[src/rtl/com_host_sequencer.sv]
// com_host_sequencer: host-side initiator for the multi-core com port.
// Packs received bytes into 16-bit words and writes them to DRAM, releases
// the cores, waits for end_process, then reads a result window back and
// streams it out as bytes (high byte first).
// Optional feature macro: CHECKSUM_EN -- appends an XOR checksum byte to the
// readback stream and exposes the XOR of loaded bytes on load_csum.
module com_host_sequencer #(
    parameter logic [15:0] LOAD_WORDS = 16'd256,
    parameter logic [15:0] READ_BASE  = 16'd0,
    parameter logic [15:0] READ_WORDS = 16'd256,
    parameter int          RD_LAT     = 2
) (
    input  logic        clk,
    input  logic        rst_n,
    input  logic [7:0]  rx_data,
    input  logic        rx_valid,
    output logic [7:0]  tx_data,
    output logic        tx_valid,
    input  logic        tx_ready,
    output logic [1:0]  status,
    output logic [15:0] com_addr,
    output logic [15:0] com_data_in,
    output logic        com_wr_en,
    input  logic [15:0] com_data_out,
    input  logic        end_process,
    output logic        busy,
    output logic        done
`ifdef CHECKSUM_EN
    ,
    output logic [7:0]  load_csum
`endif
);

    localparam logic [2:0] ST_IDLE = 3'd0;
    localparam logic [2:0] ST_LOAD = 3'd1;
    localparam logic [2:0] ST_RUN  = 3'd2;
    localparam logic [2:0] ST_READ = 3'd3;
    localparam logic [2:0] ST_DONE = 3'd4;

    // Readback sub-phases: wait for read latency, send high, send low
    localparam logic [1:0] RP_WAIT = 2'd0;
    localparam logic [1:0] RP_HI   = 2'd1;
    localparam logic [1:0] RP_LO   = 2'd2;
`ifdef CHECKSUM_EN
    localparam logic [1:0] RP_CSUM = 2'd3;
`endif

    localparam logic [7:0]  LAT_LAST  = 8'(RD_LAT);
    localparam logic [15:0] LOAD_LAST = LOAD_WORDS - 16'd1;
    localparam logic [15:0] READ_LAST = READ_WORDS - 16'd1;

    logic [2:0]  state_q,       state_d;
    logic        byte_lo_q,     byte_lo_d;     // next load byte is the low byte
    logic [7:0]  hi_q,          hi_d;
    logic [15:0] word_q,        word_d;
    logic [15:0] com_addr_q,    com_addr_d;
    logic [15:0] com_data_in_q, com_data_in_d;
    logic        com_wr_en_q,   com_wr_en_d;
    logic [7:0]  tx_data_q,     tx_data_d;
    logic        tx_valid_q,    tx_valid_d;
    logic [1:0]  rd_phase_q,    rd_phase_d;
    logic [7:0]  lat_q,         lat_d;
    logic [15:0] rd_idx_q,      rd_idx_d;
    logic [7:0]  lo_q,          lo_d;          // low byte of the latched word
`ifdef CHECKSUM_EN
    logic [7:0]  tx_csum_q,     tx_csum_d;
    logic [7:0]  load_csum_q,   load_csum_d;
`endif

    // Next-state and datapath logic for all phases
    always_comb begin
        state_d       = state_q;
        byte_lo_d     = byte_lo_q;
        hi_d          = hi_q;
        word_d        = word_q;
        com_addr_d    = com_addr_q;
        com_data_in_d = com_data_in_q;
        com_wr_en_d   = 1'b0;
        tx_data_d     = tx_data_q;
        tx_valid_d    = tx_valid_q;
        rd_phase_d    = rd_phase_q;
        lat_d         = lat_q;
        rd_idx_d      = rd_idx_q;
        lo_d          = lo_q;
`ifdef CHECKSUM_EN
        tx_csum_d     = tx_csum_q;
        load_csum_d   = load_csum_q;
`endif
        case (state_q)
            ST_IDLE: begin
                // The byte that wakes us up is the high byte of word 0
                if (rx_valid) begin
                    state_d   = ST_LOAD;
                    hi_d      = rx_data;
                    byte_lo_d = 1'b1;
`ifdef CHECKSUM_EN
                    load_csum_d = load_csum_q ^ rx_data;
`endif
                end
            end
            ST_LOAD: begin
                if (com_wr_en_q && (com_addr_q == LOAD_LAST)) begin
                    // Last write has just been issued; leave LOAD after it
                    state_d = ST_RUN;
                end else if (rx_valid) begin
`ifdef CHECKSUM_EN
                    load_csum_d = load_csum_q ^ rx_data;
`endif
                    if (!byte_lo_q) begin
                        hi_d      = rx_data;
                        byte_lo_d = 1'b1;
                    end else begin
                        com_data_in_d = {hi_q, rx_data};
                        com_addr_d    = word_q;
                        com_wr_en_d   = 1'b1;
                        word_d        = word_q + 16'd1;
                        byte_lo_d     = 1'b0;
                    end
                end
            end
            ST_RUN: begin
                if (end_process) begin
                    state_d    = ST_READ;
                    com_addr_d = READ_BASE;
                    lat_d      = 8'd0;
                    rd_idx_d   = 16'd0;
                    rd_phase_d = RP_WAIT;
                end
            end
            ST_READ: begin
                case (rd_phase_q)
                    RP_WAIT: begin
                        if (lat_q == LAT_LAST) begin
                            tx_data_d  = com_data_out[15:8];
                            lo_d       = com_data_out[7:0];
                            tx_valid_d = 1'b1;
                            rd_phase_d = RP_HI;
                        end else begin
                            lat_d = lat_q + 8'd1;
                        end
                    end
                    RP_HI: begin
                        if (tx_ready) begin
                            tx_data_d  = lo_q;
                            rd_phase_d = RP_LO;
`ifdef CHECKSUM_EN
                            tx_csum_d  = tx_csum_q ^ tx_data_q;
`endif
                        end
                    end
                    RP_LO: begin
                        if (tx_ready) begin
`ifdef CHECKSUM_EN
                            tx_csum_d = tx_csum_q ^ tx_data_q;
`endif
                            if (rd_idx_q == READ_LAST) begin
`ifdef CHECKSUM_EN
                                tx_data_d  = tx_csum_q ^ tx_data_q;
                                rd_phase_d = RP_CSUM;
`else
                                tx_valid_d = 1'b0;
                                state_d    = ST_DONE;
`endif
                            end else begin
                                tx_valid_d = 1'b0;
                                rd_idx_d   = rd_idx_q + 16'd1;
                                com_addr_d = com_addr_q + 16'd1;
                                lat_d      = 8'd0;
                                rd_phase_d = RP_WAIT;
                            end
                        end
                    end
                    default: begin
`ifdef CHECKSUM_EN
                        if (rd_phase_q == RP_CSUM && tx_ready) begin
                            tx_valid_d = 1'b0;
                            state_d    = ST_DONE;
                        end
`endif
                    end
                endcase
            end
            default: begin
                // DONE (and any unused encoding) holds until reset
            end
        endcase
    end

    // State registers with asynchronous reset to idle values
    always_ff @(posedge clk or negedge rst_n) begin
        if (!rst_n) begin
            state_q       <= ST_IDLE;
            byte_lo_q     <= 1'b0;
            hi_q          <= 8'd0;
            word_q        <= 16'd0;
            com_addr_q    <= 16'd0;
            com_data_in_q <= 16'd0;
            com_wr_en_q   <= 1'b0;
            tx_data_q     <= 8'd0;
            tx_valid_q    <= 1'b0;
            rd_phase_q    <= RP_WAIT;
            lat_q         <= 8'd0;
            rd_idx_q      <= 16'd0;
            lo_q          <= 8'd0;
`ifdef CHECKSUM_EN
            tx_csum_q     <= 8'd0;
            load_csum_q   <= 8'd0;
`endif
        end else begin
            state_q       <= state_d;
            byte_lo_q     <= byte_lo_d;
            hi_q          <= hi_d;
            word_q        <= word_d;
            com_addr_q    <= com_addr_d;
            com_data_in_q <= com_data_in_d;
            com_wr_en_q   <= com_wr_en_d;
            tx_data_q     <= tx_data_d;
            tx_valid_q    <= tx_valid_d;
            rd_phase_q    <= rd_phase_d;
            lat_q         <= lat_d;
            rd_idx_q      <= rd_idx_d;
            lo_q          <= lo_d;
`ifdef CHECKSUM_EN
            tx_csum_q     <= tx_csum_d;
            load_csum_q   <= load_csum_d;
`endif
        end
    end

    // Mode and handshake outputs decoded from the current state
    always_comb begin
        status = 2'd0;
        busy   = 1'b0;
        done   = 1'b0;
        case (state_q)
            ST_LOAD: begin status = 2'd1; busy = 1'b1; end
            ST_RUN:  begin status = 2'd2; busy = 1'b1; end
            ST_READ: begin status = 2'd3; busy = 1'b1; end
            ST_DONE: begin done = 1'b1; end
            default: begin end
        endcase
    end

    assign com_addr    = com_addr_q;
    assign com_data_in = com_data_in_q;
    assign com_wr_en   = com_wr_en_q;
    assign tx_data     = tx_data_q;
    assign tx_valid    = tx_valid_q;
`ifdef CHECKSUM_EN
    assign load_csum   = load_csum_q;
`endif

endmodule

[config.mk]
export PLATFORM = sky130hd
export DESIGN_NAME = com_host_sequencer
export DESIGN_NICKNAME = d
export VERILOG_FILES = /design/src/rtl/com_host_sequencer.sv
export SDC_FILE = /design/constraint.sdc
export NUM_CORES = 1
export LEC_CHECK = 0
export CORE_ASPECT_RATIO = 0.9
export CORE_MARGIN = 5
export CORE_UTILIZATION = 40
export CTS_CLUSTER_DIAMETER = 30
export DETAILED_ROUTE_END_ITERATION = 16
export GPL_TIMING_DRIVEN = 0
export PLACE_DENSITY = 0.59
export SLEW_MARGIN = 15
export SYNTH_ARGS = -nofsm -noshare
export SYNTH_HDL_FRONTEND = slang
export SYNTH_SLANG_ARGS = --single-unit
export TNS_END_PERCENT = 1
[constraint.sdc]
create_clock -name clk -period 4.3 [get_ports clk]
set_input_delay 1.075 -clock clk [delete_from_list [all_inputs] [get_ports clk]]
set_output_delay 1.075 -clock clk [all_outputs]
set_load 0.01 [all_outputs]
==> results of run 1 <==
## state kept, by name (all words and copies together) (netlist names)
register	cells
state_q	3
com_wr_en	1
lat_q	8
lo_q	8
word_q	16
byte_lo_q	1
com_data_in	16
tx_data	8
tx_valid	1
rd_idx_q	16
rd_phase_q	2
com_addr	16
hi_q	8
## final timing paths
| check | start | end | slack (ns) | cells after the start |
|---|---|---|---|---|
| worst max-delay path | state_q[2] | status[1] | 0.92 | 5 |
| worst min-delay path | hi_q[5] | com_data_in[13] | 0.46 | 2 |
| worst max register to register | rd_idx_q[0] | rd_idx_q[9] | 1.61 | 8 |
| worst min register to register | hi_q[5] | com_data_in[13] | 0.46 | 2 |
| max in group asynchronous | rst_n | hi_q[5] | 3.05 | 2 |
| min in group asynchronous | rst_n | rd_idx_q[6] | 0.59 | 1 |
## worst register-to-register path: stages (launching register included)
cell      delay (ns)
dfrtp_1         0.42
ha_1            0.27
and3_1          0.16
clkbuf_1        0.13
and4_1          0.24
nor3_2          0.55
clkbuf_1        0.52
nand3_1         0.16
o21ai_0         0.17
## power by group
| group | leakage, nW | switching (mW) | total [mW] | internal, mW |
|---|---|---|---|---|
| Combinational | 1.41 | 0.421 | 0.834 | 0.413 |
| Clock | 0.150 | 0.425 | 0.842 | 0.417 |
| Sequential | 1.35 | 0.145 | 1.28 | 1.14 |
| Total | 2.92 | 0.992 | 2.96 | 1.97 |
## cell families after synthesis
| kind of cell | Yosys count | share of synthesized area |
|---|---|---|
| and+or+nand+nor | 234 | 0.220 |
| buffers and inverters | 41 | 0.0311 |
| AOI/OAI and AO/OA | 127 | 0.158 |
| adders and majority gates | 9 | 0.0209 |
| muxes | 31 | 0.0620 |
| xor gates and xnor gates | 15 | 0.0244 |
| DFF | 104 | 0.483 |
## routing by layer
metal,vias to the layer above,routed length [µm],part of all wire,GRT usage
met3,14,863,0.059,0.0503
met5,-,0,0,0
met1,2319,6800,0.46,0.254
met2,139,6800,0.46,0.295
li1,2217,-,-,-
met4,0,170,0.012,0.0566
## metrics by stage
stage	utilization	instance area (µm²)	setup TNS, ns	setup WS [ns]	hold slack [ns]
finish	0.503	6670	0	0.922	0.463
global route	0.503	6670	0	0.712	0.492
CTS	0.503	6670	0	0.891	0.468
detailed placement	0.480	6360	0	0.931	0.456
global placement	0.478	6340	-201.79	-1.95	0.444
floorplan	-	5390	0	1.70	0.433
## synthesized netlist by cell type (all sizes together) (2+ instances only)
cell type | n | area (µm²)
dfrtp | 104 | 2600
nand2 | 96 | 363
o21ai | 38 | 190
nand3 | 27 | 135
nor2 | 26 | 97.6
mux2 | 19 | 214
nand4 | 19 | 119
a21oi | 17 | 85.1
clkbuf | 15 | 56.3
nor3 | 15 | 80.1
inv | 14 | 52.6
o31ai | 14 | 105
and3 | 13 | 81.3
buf | 12 | 58.8
mux2i | 12 | 120
xnor2 | 11 | 96.3
a21o | 9 | 67.6
ha | 9 | 113
a211o | 8 | 70.1
a31oi | 6 | 37.5
or2 | 6 | 37.5
nor4 | 5 | 46.3
a32oi | 4 | 35.0
nand2b | 4 | 27.5
xor2 | 4 | 35.0
and2 | 3 | 18.8
and4 | 3 | 26.3
nor4b | 3 | 26.3
nor4bb | 3 | 30.0
o22ai | 3 | 18.8
o311ai | 3 | 26.3
a211oi | 2 | 15.0
a21boi | 2 | 15.0
a2bb2oi | 2 | 17.5
nor2b | 2 | 12.5
nor3b | 2 | 15.0
o21bai | 2 | 15.0
o31a | 2 | 17.5
o41a | 2 | 22.5
or4b | 2 | 23.8
## area by class of cell
cell class,instances,area [µm²],share of cell area
multi-input combinational,416,2620,0.392
sequential,104,2600,0.390
timing repair buffer,75,769,0.115
clock buffer,9,225,0.0338
tap,168,210,0.0315
buffer,27,115,0.0173
clock inverter,7,78.8,0.0118
inverter,14,52.6,0.00788
==> run metrics, run 1 <==
maxcap violations=0; Max VDD drop=0.000199 V; Routed WL=14600 µm; Vias/cell=5.72; Die H=120 µm; most common cell after layout, fill and taps aside=dfrtp_1; static leakage=2.92 nW; H-tree level count=3; top_reg_cell synth=dfrtp_1; drt initial violations=380; placed cell count=804; share of cells above drive strength 1=0.0951; Initial Util=0.406; RSZ-0062 raised after global routing=false; commonest cells after routing, fill and taps aside=dfrtp_1 (104), nand2_1 (95), clkdlybuf4s50_1 (73); CP top delay family=buffers and inverters; setup bufs post-CTS=0; Final nets=685; initial antenna violation count=0; Tmin final=3.38 ns; outcome=completed; largest net degree at the start of global routing=74; Fin. Hold Viols=0; CTS tree=yes; syn nets=599; ant diodes=0; drt first pass iters=5; crit path DAT=2.30 ns; Fmax=296 MHz; CTS Buf Count=9; via count=4689; Final HPWL DP=10400 µm; CP peak stage delay=0.53 ns; global-route usage over all layers=0.187; # setup viols final=0; IO Pins=75; clk_skew=0.0109 ns; sequential area share after synthesis=0.483; post-synthesis register bit count=104; Hold WC Path Type=reg2reg; vias in the first global route=4677; Slew @ Worst Pin=0.827 ns; clock root cell=clkbuf_16; Syn Inst Count=561; critical path endpoint category=output pin; Worst setup SP type=flip-flop; power per cell area=443 nW/µm²; Slowest cell on crit path=clkdlybuf4s50_1; CP Class=reg2out; Cell Area, Synth=5390 µm²; Clk Latency, worst-skew pair=0.35 ns; GR Overflow Total=0; Buf+Inv Stages, Crit Path=4; Slew headroom=0.444; Slew Viols, Final=0; FFs w/ async S/R, synth=1.00; routability congestion estimate from global placement=0.866; hold buffers post-CTS=0; Die Area=15900 µm²; PortBufs=74; Top cell by count, worst path=clkbuf_1; antenna-violating nets left=0; count of cell types in the netlist=66; first-pass GRT wire length=24100 µm; CP required=3.22 ns; Syn Area/Cell=9.60 µm²; Post-synth EDFFs=0; post_cts resized=0; Finished Layout Cells=820; wire length per cell=17.8 µm; Worst-path clk slew=0.08 ns; worst path cell trace=clkbuf_1, nand2b_1, clkbuf_1, inv_1, clkdlybuf4s50_1; Final Power=2.96 mW; CTS Sinks=104; clk buf depth=2; # rows=40; Fill cells=1240; crit share post-route=0.785; YS warnings=0; Die W=132 µm; Area growth syn-to-layout=23.8%; Core Region=13300 µm²; drt drc=0; worst-path fanout max=10
No activity file was read; power rests on OpenSTA's default activity.
==> run 2: changes to the inputs <==
--- a/config.mk
+++ b/config.mk
@@ -11,7 +11,7 @@
 export CTS_CLUSTER_DIAMETER = 30
 export DETAILED_ROUTE_END_ITERATION = 16
 export GPL_TIMING_DRIVEN = 0
-export PLACE_DENSITY = 0.59
+export PLACE_DENSITY = 0.62
 export SLEW_MARGIN = 15
 export SYNTH_ARGS = -nofsm -noshare
 export SYNTH_HDL_FRONTEND = slang
==> constraint.sdc (replaced) <==
create_clock -name clk -period 3 [get_ports clk]
set_input_delay 0.75 -clock clk [delete_from_list [all_inputs] [get_ports clk]]
set_output_delay 0.75 -clock clk [all_outputs]
set_load 0.01 [all_outputs]
==> run 2 against run 1 <==
Sequential power rose by 43%. Design area is 0.39% lower. Flip-flop and latch count is the same. Critical path depth unchanged. First-iteration DRC count is 22% higher. Largest power group unchanged. Power grew 41%. Highest routed layer unchanged. Utilization is 0.20 points lower. Critical path type unchanged. Wire length barely moved.
==> run metrics, run 2 (same netlist as run 1, synthesis figures left out) <==
# rows=40 (unchanged); Die H=120 µm (unchanged); Fmax=358 MHz; Place WS=-0.0838 ns (-1.01 ns); Worst-path clk slew=0.07 ns (about the same); vias in the first global route=4785 (+2.3%); Final HPWL DP=10400 µm (-0.23%); Core Region=13300 µm² (unchanged); r2r setup slk=0.30 ns (-1.31 ns); Worst Setup Slack, final=0.210 ns (-0.713 ns); clock network fraction of design power=0.272 (-0.013); Die W=132 µm (unchanged); most common cell after layout, fill and taps aside=dfrtp_1; R2R Path Start=rd_idx_q[0]; clock root cell=clkbuf_16; outcome=completed; Comb pwr share=0.288 (+0.006); Critical R2R Capture=com_addr[0]; Slew @ Worst Pin=0.831 ns (+0.00344 ns); clk buf depth=2 (unchanged); Finished Layout Cells=819 (-0.12%); critical path endpoint category=output pin; hold slack=0.331 ns (-0.131 ns); crit path launch=state_q[2]; Util after Layout=0.501 (-0.00198); Slew Viols, Final=0 (unchanged); crit share post-route=0.930; Worst setup SP type=flip-flop; RSZ-0062 raised after global routing=false; worst path cell trace=clkbuf_1, nand2b_1, clkbuf_2, inv_1, clkdlybuf4s50_1; global-route usage over all layers=0.191 (+0.00316); initial antenna violation count=0 (unchanged); Max VDD drop=0.000292 V (+47%); Fin. Hold Viols=0 (unchanged); CP peak stage delay=0.56 ns (+0.03 ns); Net Sw Power=1.37 mW (+38%); worst-path fanout max=10 (unchanged); crit path DAT=2.04 ns (-0.26 ns); Vias/cell=5.74 (+0.44%); register area=2600 µm² (unchanged); CP required=2.25 ns (-0.97 ns); routability congestion estimate from global placement=0.887 (+2.4%); Multi-input gate area=2620 µm² (unchanged); drt drc=0 (unchanged); largest net degree at the start of global routing=55 (-26%); CTS Sinks=104 (unchanged); ant diodes=0 (unchanged); Final nets=685 (unchanged); drt initial violations=465 (+22%); critical path capture point=status[1]; Clk Latency, worst-skew pair=0.35 ns (about the same); CP Class=reg2out; share of cells above drive strength 1=0.0952 (+0.000146); Switching Fraction=0.330 (-0.00553); H-tree level count=3 (unchanged); first-pass GRT wire length=24500 µm (+1.6%); drt first pass iters=5 (unchanged); # setup viols final=0 (unchanged); placed cell count=804 (unchanged); GR Overflow Total=0 (unchanged); Routed WL=14600 µm (about the same); Area growth syn-to-layout=23.4%; CTS tree=yes; internal power=2.79 mW (+42%); clk_skew=0.00811 ns (-0.00276 ns); Tmin final=2.79 ns; wire length per cell=17.9 µm (about the same); via count=4704 (+0.32%); Initial Util=0.406 (unchanged); Seq pwr share=0.440 (+0.007); commonest cells after routing, fill and taps aside=dfrtp_1 (104), nand2_1 (95), clkdlybuf4s50_1 (73); antenna-violating nets left=0 (unchanged); power per cell area=627 nW/µm² (+41%); Reg2Reg Depth=8 (unchanged); PortBufs=74 (unchanged); CTS Buf Count=9 (unchanged); Fill cells=1214 (-2.1%); static leakage=2.90 nW (-0.46%); maxcap violations=0 (unchanged); Slew headroom=0.442 (-0.00231); Hold WC Path Type=in2async; Die Area=15900 µm² (unchanged); IO Pins=75 (unchanged); Slowest cell on crit path=clkdlybuf4s50_1
[run 2: cell type report]
type / count / area share
clock buffer: 9 / 0.0339
timing repair buffer: 75 / 0.116
multi-input combinational: 416 / 0.394
sequential: 104 / 0.392
buffer: 27 / 0.0175
inverter: 14 / 0.00791
clock inverter: 6 / 0.00772
tap: 168 / 0.0316
[run 2: per-layer routing]
layer,share of wire,GRT usage,vias up
li1,-,-,2216
met1,0.46,0.261,2322
met2,0.46,0.290,137
met3,0.063,0.0553,29
met4,0.020,0.0642,0
met5,0,0,-
[run 2: stage by stage]
step | power, mW | TNS [ns] | area (µm²)
finish | 4.16 | 0 | 6640
global route | 4.45 | 0 | 6640
CTS | 4.21 | 0 | 6640
detailed placement | 3.06 | -0.0838 | 6360
global placement | 3.02 | -294.81 | 6340
floorplan | 2.59 | 0 | 5390
[run 2: how the worst min path moves through the flow]
stage	start	cells past startpoint	slack (ns)	endpoint
finish	rst_n	1	0.33	rd_idx_q[13]
global route	rst_n	1	0.37	rd_idx_q[13]
CTS	rst_n	1	0.36	rd_idx_q[13]
detailed placement	hi_q[1]	2	0.46	com_data_in[9]
global placement	hi_q[0]	2	0.44	com_data_in[8]
floorplan	hi_q[2]	2	0.43	com_data_in[10]
[run 2: what timing repair did]
action / in CTS / in global routing
hold buffers: 0 / 0
setup endpoints to repair: 1 / 0
setup buffers: 0 / 0
resized for setup: 1 / 0
endpoints found under the hold margin: 0 / 0
[run 2: power by group through the flow]
stage / Clock (mW) / Combinational [mW] / Sequential [mW]
6_report: 1.13 / 1.20 / 1.83
5_1_grt: 1.22 / 1.36 / 1.87
4_1_cts: 1.17 / 1.21 / 1.83
3_5_place_dp: 0 / 1.21 / 1.85
3_3_place_gp: 0 / 1.16 / 1.85
2_1_floorplan: 0 / 0.750 / 1.85
[run 2: worst max-delay path, delay by kind of cell, from the launching register on]
family	cells	cell delay, ns
flip-flops	1	0.36
buffers and inverters	4	1.14
AND/OR/NAND/NOR	1	0.20
==> run 3: changes to the inputs <==
--- a/config.mk
+++ b/config.mk
@@ -12,7 +12,6 @@
 export DETAILED_ROUTE_END_ITERATION = 16
 export GPL_TIMING_DRIVEN = 0
 export PLACE_DENSITY = 0.62
-export SLEW_MARGIN = 15
 export SYNTH_ARGS = -nofsm -noshare
 export SYNTH_HDL_FRONTEND = slang
 export SYNTH_SLANG_ARGS = --single-unit
==> run 3 against run 2 <==
Clock power is essentially flat. Die area is the same. Non-clock buffer count is the same. Largest cell class unchanged. Highest routed layer unchanged.
==> run metrics, run 3 (same netlist as run 1, synthesis figures left out) <==
Final nets=685 (unchanged); via count=4746 (+0.89%); first-pass GRT wire length=24400 µm (-0.40%); drt drc=0 (unchanged); Worst-path clk slew=0.07 ns (about the same); routability congestion estimate from global placement=0.887 (unchanged); Tmin final=2.79 ns (+0.00175 ns); worst-path fanout max=10 (unchanged); largest net degree at the start of global routing=55 (unchanged); CP peak stage delay=0.56 ns (about the same); Slew Viols, Final=0 (unchanged); CP required=2.25 ns (about the same); maxcap violations=0 (unchanged); initial antenna violation count=0 (unchanged); Core Region=13300 µm² (unchanged); Routed WL=14700 µm (+0.66%); CTS Sinks=104 (unchanged); Fill cells=1197 (-1.4%); Area growth syn-to-layout=23.2% (about the same); critical path endpoint category=output pin; Design Area, Final=6640 µm² (about the same); power per cell area=629 nW/µm² (+0.29%); Worst Setup Slack, final=0.208 ns (-0.00175 ns); drt initial violations=489 (+5.2%); most common cell after layout, fill and taps aside=dfrtp_1; crit share post-route=0.931 (about the same); Slowest cell on crit path=clkdlybuf4s50_1; RSZ-0062 raised after global routing=false; Switching Fraction=0.331 (+0.00155); setup bufs post-CTS=0 (unchanged); antenna-violating nets left=0 (unchanged); Post-DP Area=6360 µm² (about the same); share of cells above drive strength 1=0.0952 (unchanged); clk buf depth=2 (unchanged); outcome=completed; Initial Util=0.406 (unchanged); Worst setup SP type=flip-flop; Comb pwr share=0.288 (about the same); clock root cell=clkbuf_16; Fin. Hold Viols=0 (unchanged); CTS tree=yes; Die H=120 µm (unchanged); CTS Buf Count=9 (unchanged); Net Sw Power=1.38 mW (+0.66%); Seq pwr share=0.440 (about the same); Hold WC Path Type=in2async; Die Area=15900 µm² (unchanged); wire length per cell=18.0 µm (+0.66%); vias in the first global route=4723 (-1.3%); Slew @ Worst Pin=0.880 ns (+0.0489 ns); Vias/cell=5.79 (+0.89%); commonest cells after routing, fill and taps aside=dfrtp_1 (104), nand2_1 (95), clkdlybuf4s50_1 (73); Util after Layout=0.500 (about the same); internal power=2.79 mW (about the same); Total Neg Setup Slack=0 ns (unchanged); Fmax=358 MHz (about the same); Place WS=-0.0853 ns (-0.00148 ns); hold slack=0.431 ns (+0.0997 ns); Die W=132 µm (unchanged); clock network fraction of design power=0.272 (about the same); ant diodes=0 (unchanged); GR Overflow Total=0 (unchanged); Final HPWL DP=10400 µm (about the same); H-tree level count=3 (unchanged); PortBufs=74 (unchanged); Clk Latency, worst-skew pair=0.36 ns (about the same); static leakage=2.90 nW (about the same); # rows=40 (unchanged); IO Pins=75 (unchanged); global-route usage over all layers=0.189 (-0.00122); Max VDD drop=0.000290 V (-0.91%); # setup viols final=0 (unchanged); drt first pass iters=5 (unchanged); clk_skew=0.0102 ns (+0.00205 ns); crit path DAT=2.04 ns (about the same); Slew headroom=0.409 (-0.0328); worst path cell trace=clkbuf_1, nand2b_1, clkbuf_2, inv_1, clkdlybuf4s50_1; CP Class=reg2out
## run 3: per-stage QoR
step / std cells / power (mW)
floorplan: 561 / 2.59
CTS: 819 / 4.20
global route: 819 / 4.44
detailed placement: 804 / 3.06
global placement: 803 / 3.02
finish: 819 / 4.17
## run 3: metal layers
| layer | track usage | vias to the layer above | share of wire |
|---|---|---|---|
| met5 | 0 | - | 0 |
| met4 | 0.0687 | 0 | 0.019 |
| met3 | 0.0453 | 24 | 0.061 |
| met2 | 0.292 | 143 | 0.46 |
| met1 | 0.261 | 2369 | 0.46 |
| li1 | - | 2210 | - |
## run 3: layout make-up
type,instances,area [µm²],share of cell area
Clock inverter,6,48.8,0.00735
Tap cell,168,210,0.0317
Sequential cell,104,2600,0.392
Inverter,14,52.6,0.00792
Clock buffer,9,225,0.0339
Buffer,27,116,0.0175
Multi-Input combinational cell,416,2620,0.394
Timing Repair Buffer,75,766,0.115
## run 3: worst max-delay path: cells and delay by family, from the launching register on
family,cells,cell delay (ns)
buffers and inverters,4,1.14
flip-flops,1,0.36
AND/OR/NAND/NOR,1,0.19
## run 3: what timing repair did
action	4_1_cts	5_1_grt
hold buffers	0	0
resized for setup	1	0
endpoints found under the setup margin	1	0
## run 3: power by group through the flow
stage               combinational (mW)  sequential [mW]  clock, mW
floorplan                        0.750             1.85          0
global placement                  1.16             1.85          0
detailed placement                1.21             1.85          0
CTS                               1.21             1.83       1.16
global route                      1.35             1.87       1.22
finish                            1.20             1.83       1.14
## run 3: final timing paths
kind | startpoint | endpoint | slack [ns] | cells past startpoint
setup / recovery | state_q[2] | status[1] | 0.21 | 5
max in group asynchronous | rst_n | com_addr[6] | 1.87 | 2
hold reg to reg | hi_q[5] | com_data_in[13] | 0.47 | 2
setup reg to reg | rd_idx_q[0] | rd_idx_q[10] | 0.29 | 8
min in group clk | hi_q[5] | com_data_in[13] | 0.47 | 2
hold / removal | rst_n | rd_idx_q[13] | 0.43 | 1
==> patch, RTL diff (settings of run 2) <==
Put a register stage on the output `status`, without a reset. The value now appears one clock later. The other outputs are not delayed to match.
--- a/src/rtl/com_host_sequencer.sv
+++ b/src/rtl/com_host_sequencer.sv
@@ -51,2 +51,4 @@
 
+    logic [1:0] status_d;
+
     logic [2:0]  state_q,       state_d;
@@ -231,3 +233,3 @@
     always_comb begin
-        status = 2'd0;
+        status_d = 2'd0;
         busy   = 1'b0;
@@ -235,5 +237,5 @@
         case (state_q)
-            ST_LOAD: begin status = 2'd1; busy = 1'b1; end
-            ST_RUN:  begin status = 2'd2; busy = 1'b1; end
-            ST_READ: begin status = 2'd3; busy = 1'b1; end
+            ST_LOAD: begin status_d = 2'd1; busy = 1'b1; end
+            ST_RUN:  begin status_d = 2'd2; busy = 1'b1; end
+            ST_READ: begin status_d = 2'd3; busy = 1'b1; end
             ST_DONE: begin done = 1'b1; end
@@ -252,2 +254,6 @@
 
+    always_ff @(posedge clk) begin
+        status <= status_d;
+    end
+
 endmodule
Function: changed (Yosys sat finds a counterexample within 4 cycles, from zero or initial values and one cycle with rst_n low).
==> patch against run 2 <==
  * Power is 11% higher
  * Final area increased by 2.1%
  * Sequential share of layout area decreased by 0.21 points
  * Core utilization increased by 0.47 points
  * Sequential cell count is 2 higher
  * Sequential power grew 2%
  * Setup slack got worse by 32 ps
  * Count of clock-buffer cells in the layout stayed put
  * Clock skew grew 1.9 ps
  * Critical path type is now in2reg
  * Critical path depth grew 1
  * Area after synthesis rose by 1.7%
  * Wire length down 0.90%
  * Non-clock buffer count fell by 1
==> patch: results <==
metrics = {
    "logic_synthesis": {
        "avgSynthCellArea_um2": 9.77,
        "yosys-top-cells-area": "dfrtp_1 47%, nand2_1 7.5%, mux2_2 7.0%",
        "synth-adder-area-share_pct": 2.06,
        "synth_xor_area_share_pct": 2.40,
        "yosysSeqAreaShare_pct": 48.2,
        "ys_types": 63,
    },
    "grt": {
        "grt_util_met3_pct": 4.31,
        "track_usage_pct": 18.4,
        "grt_pass1_wl_mm": 24.1,
    },
    "pwr": {
        "peakVddDrop_mv": 0.343,
        "power_frac_clock_pct": 27.4,
        "pg_comb_mw": 1.47,
        "p_seq_share_pct": 40.6,
        "p_switching_mw": 1.51,
    },
    "timing": {
        "slew_headroom_pct": 32.8,
        "skew_ps": 9.99,
        "hold_slack_ps": 268,
    },
    "run_status": {
        "status": "finished clean",
    },
    "route": {
        "drt-met1-wl_mm": 6.68,
        "wl_met3_mm": 1.00,
        "wl_met2_mm": 6.58,
        "first_iter_violations": 547,
    },
    "setup_path": {
        "max_stage_delay_ps": 590,
        "criticalPathCategory": "in2reg",
    },
    "finish": {
        "multi_input_area_share_pct": 39.3,
        "final-nonclk-buf-share_pct": 13.2,
        "final-clk-cell-share_pct": 4.69,
        "layout-drive-gt1-share_pct": 12.6,
        "ff_latch_area_um2": 2640,
        "fillers": 1235,
    },
}
patch: changes by cell type after synthesis, moves of 5 or more:
cell / delta
or4_1: +7
o21ai_0: -17
a22o_1: +5
nand4_1: -9
buf_2: -7
mux2_2: +15
nand2_1: +14
nand3_1: +5
mux2i_1: -11
a21o_1: -8
a211o_1: -5
patch: path summary, 6_finish.rpt:
check                                    startpoint                          to  depth (start not counted)
setup / recovery                           rx_valid     com_addr[1]$_DFFE_PN0P_                          6
hold / removal                                rst_n         hi_q[1]$_DFFE_PN0P_                          1
setup reg to reg           com_addr[12]$_DFFE_PN0P_    rd_idx_q[14]$_DFFE_PN0P_                          6
hold reg to reg                 hi_q[1]$_DFFE_PN0P_  com_data_in[9]$_DFFE_PN0P_                          2
max in group asynchronous                     rst_n   rd_phase_q[1]$_DFFE_PN0P_                          2
min in group clk                hi_q[1]$_DFFE_PN0P_  com_data_in[9]$_DFFE_PN0P_                          2
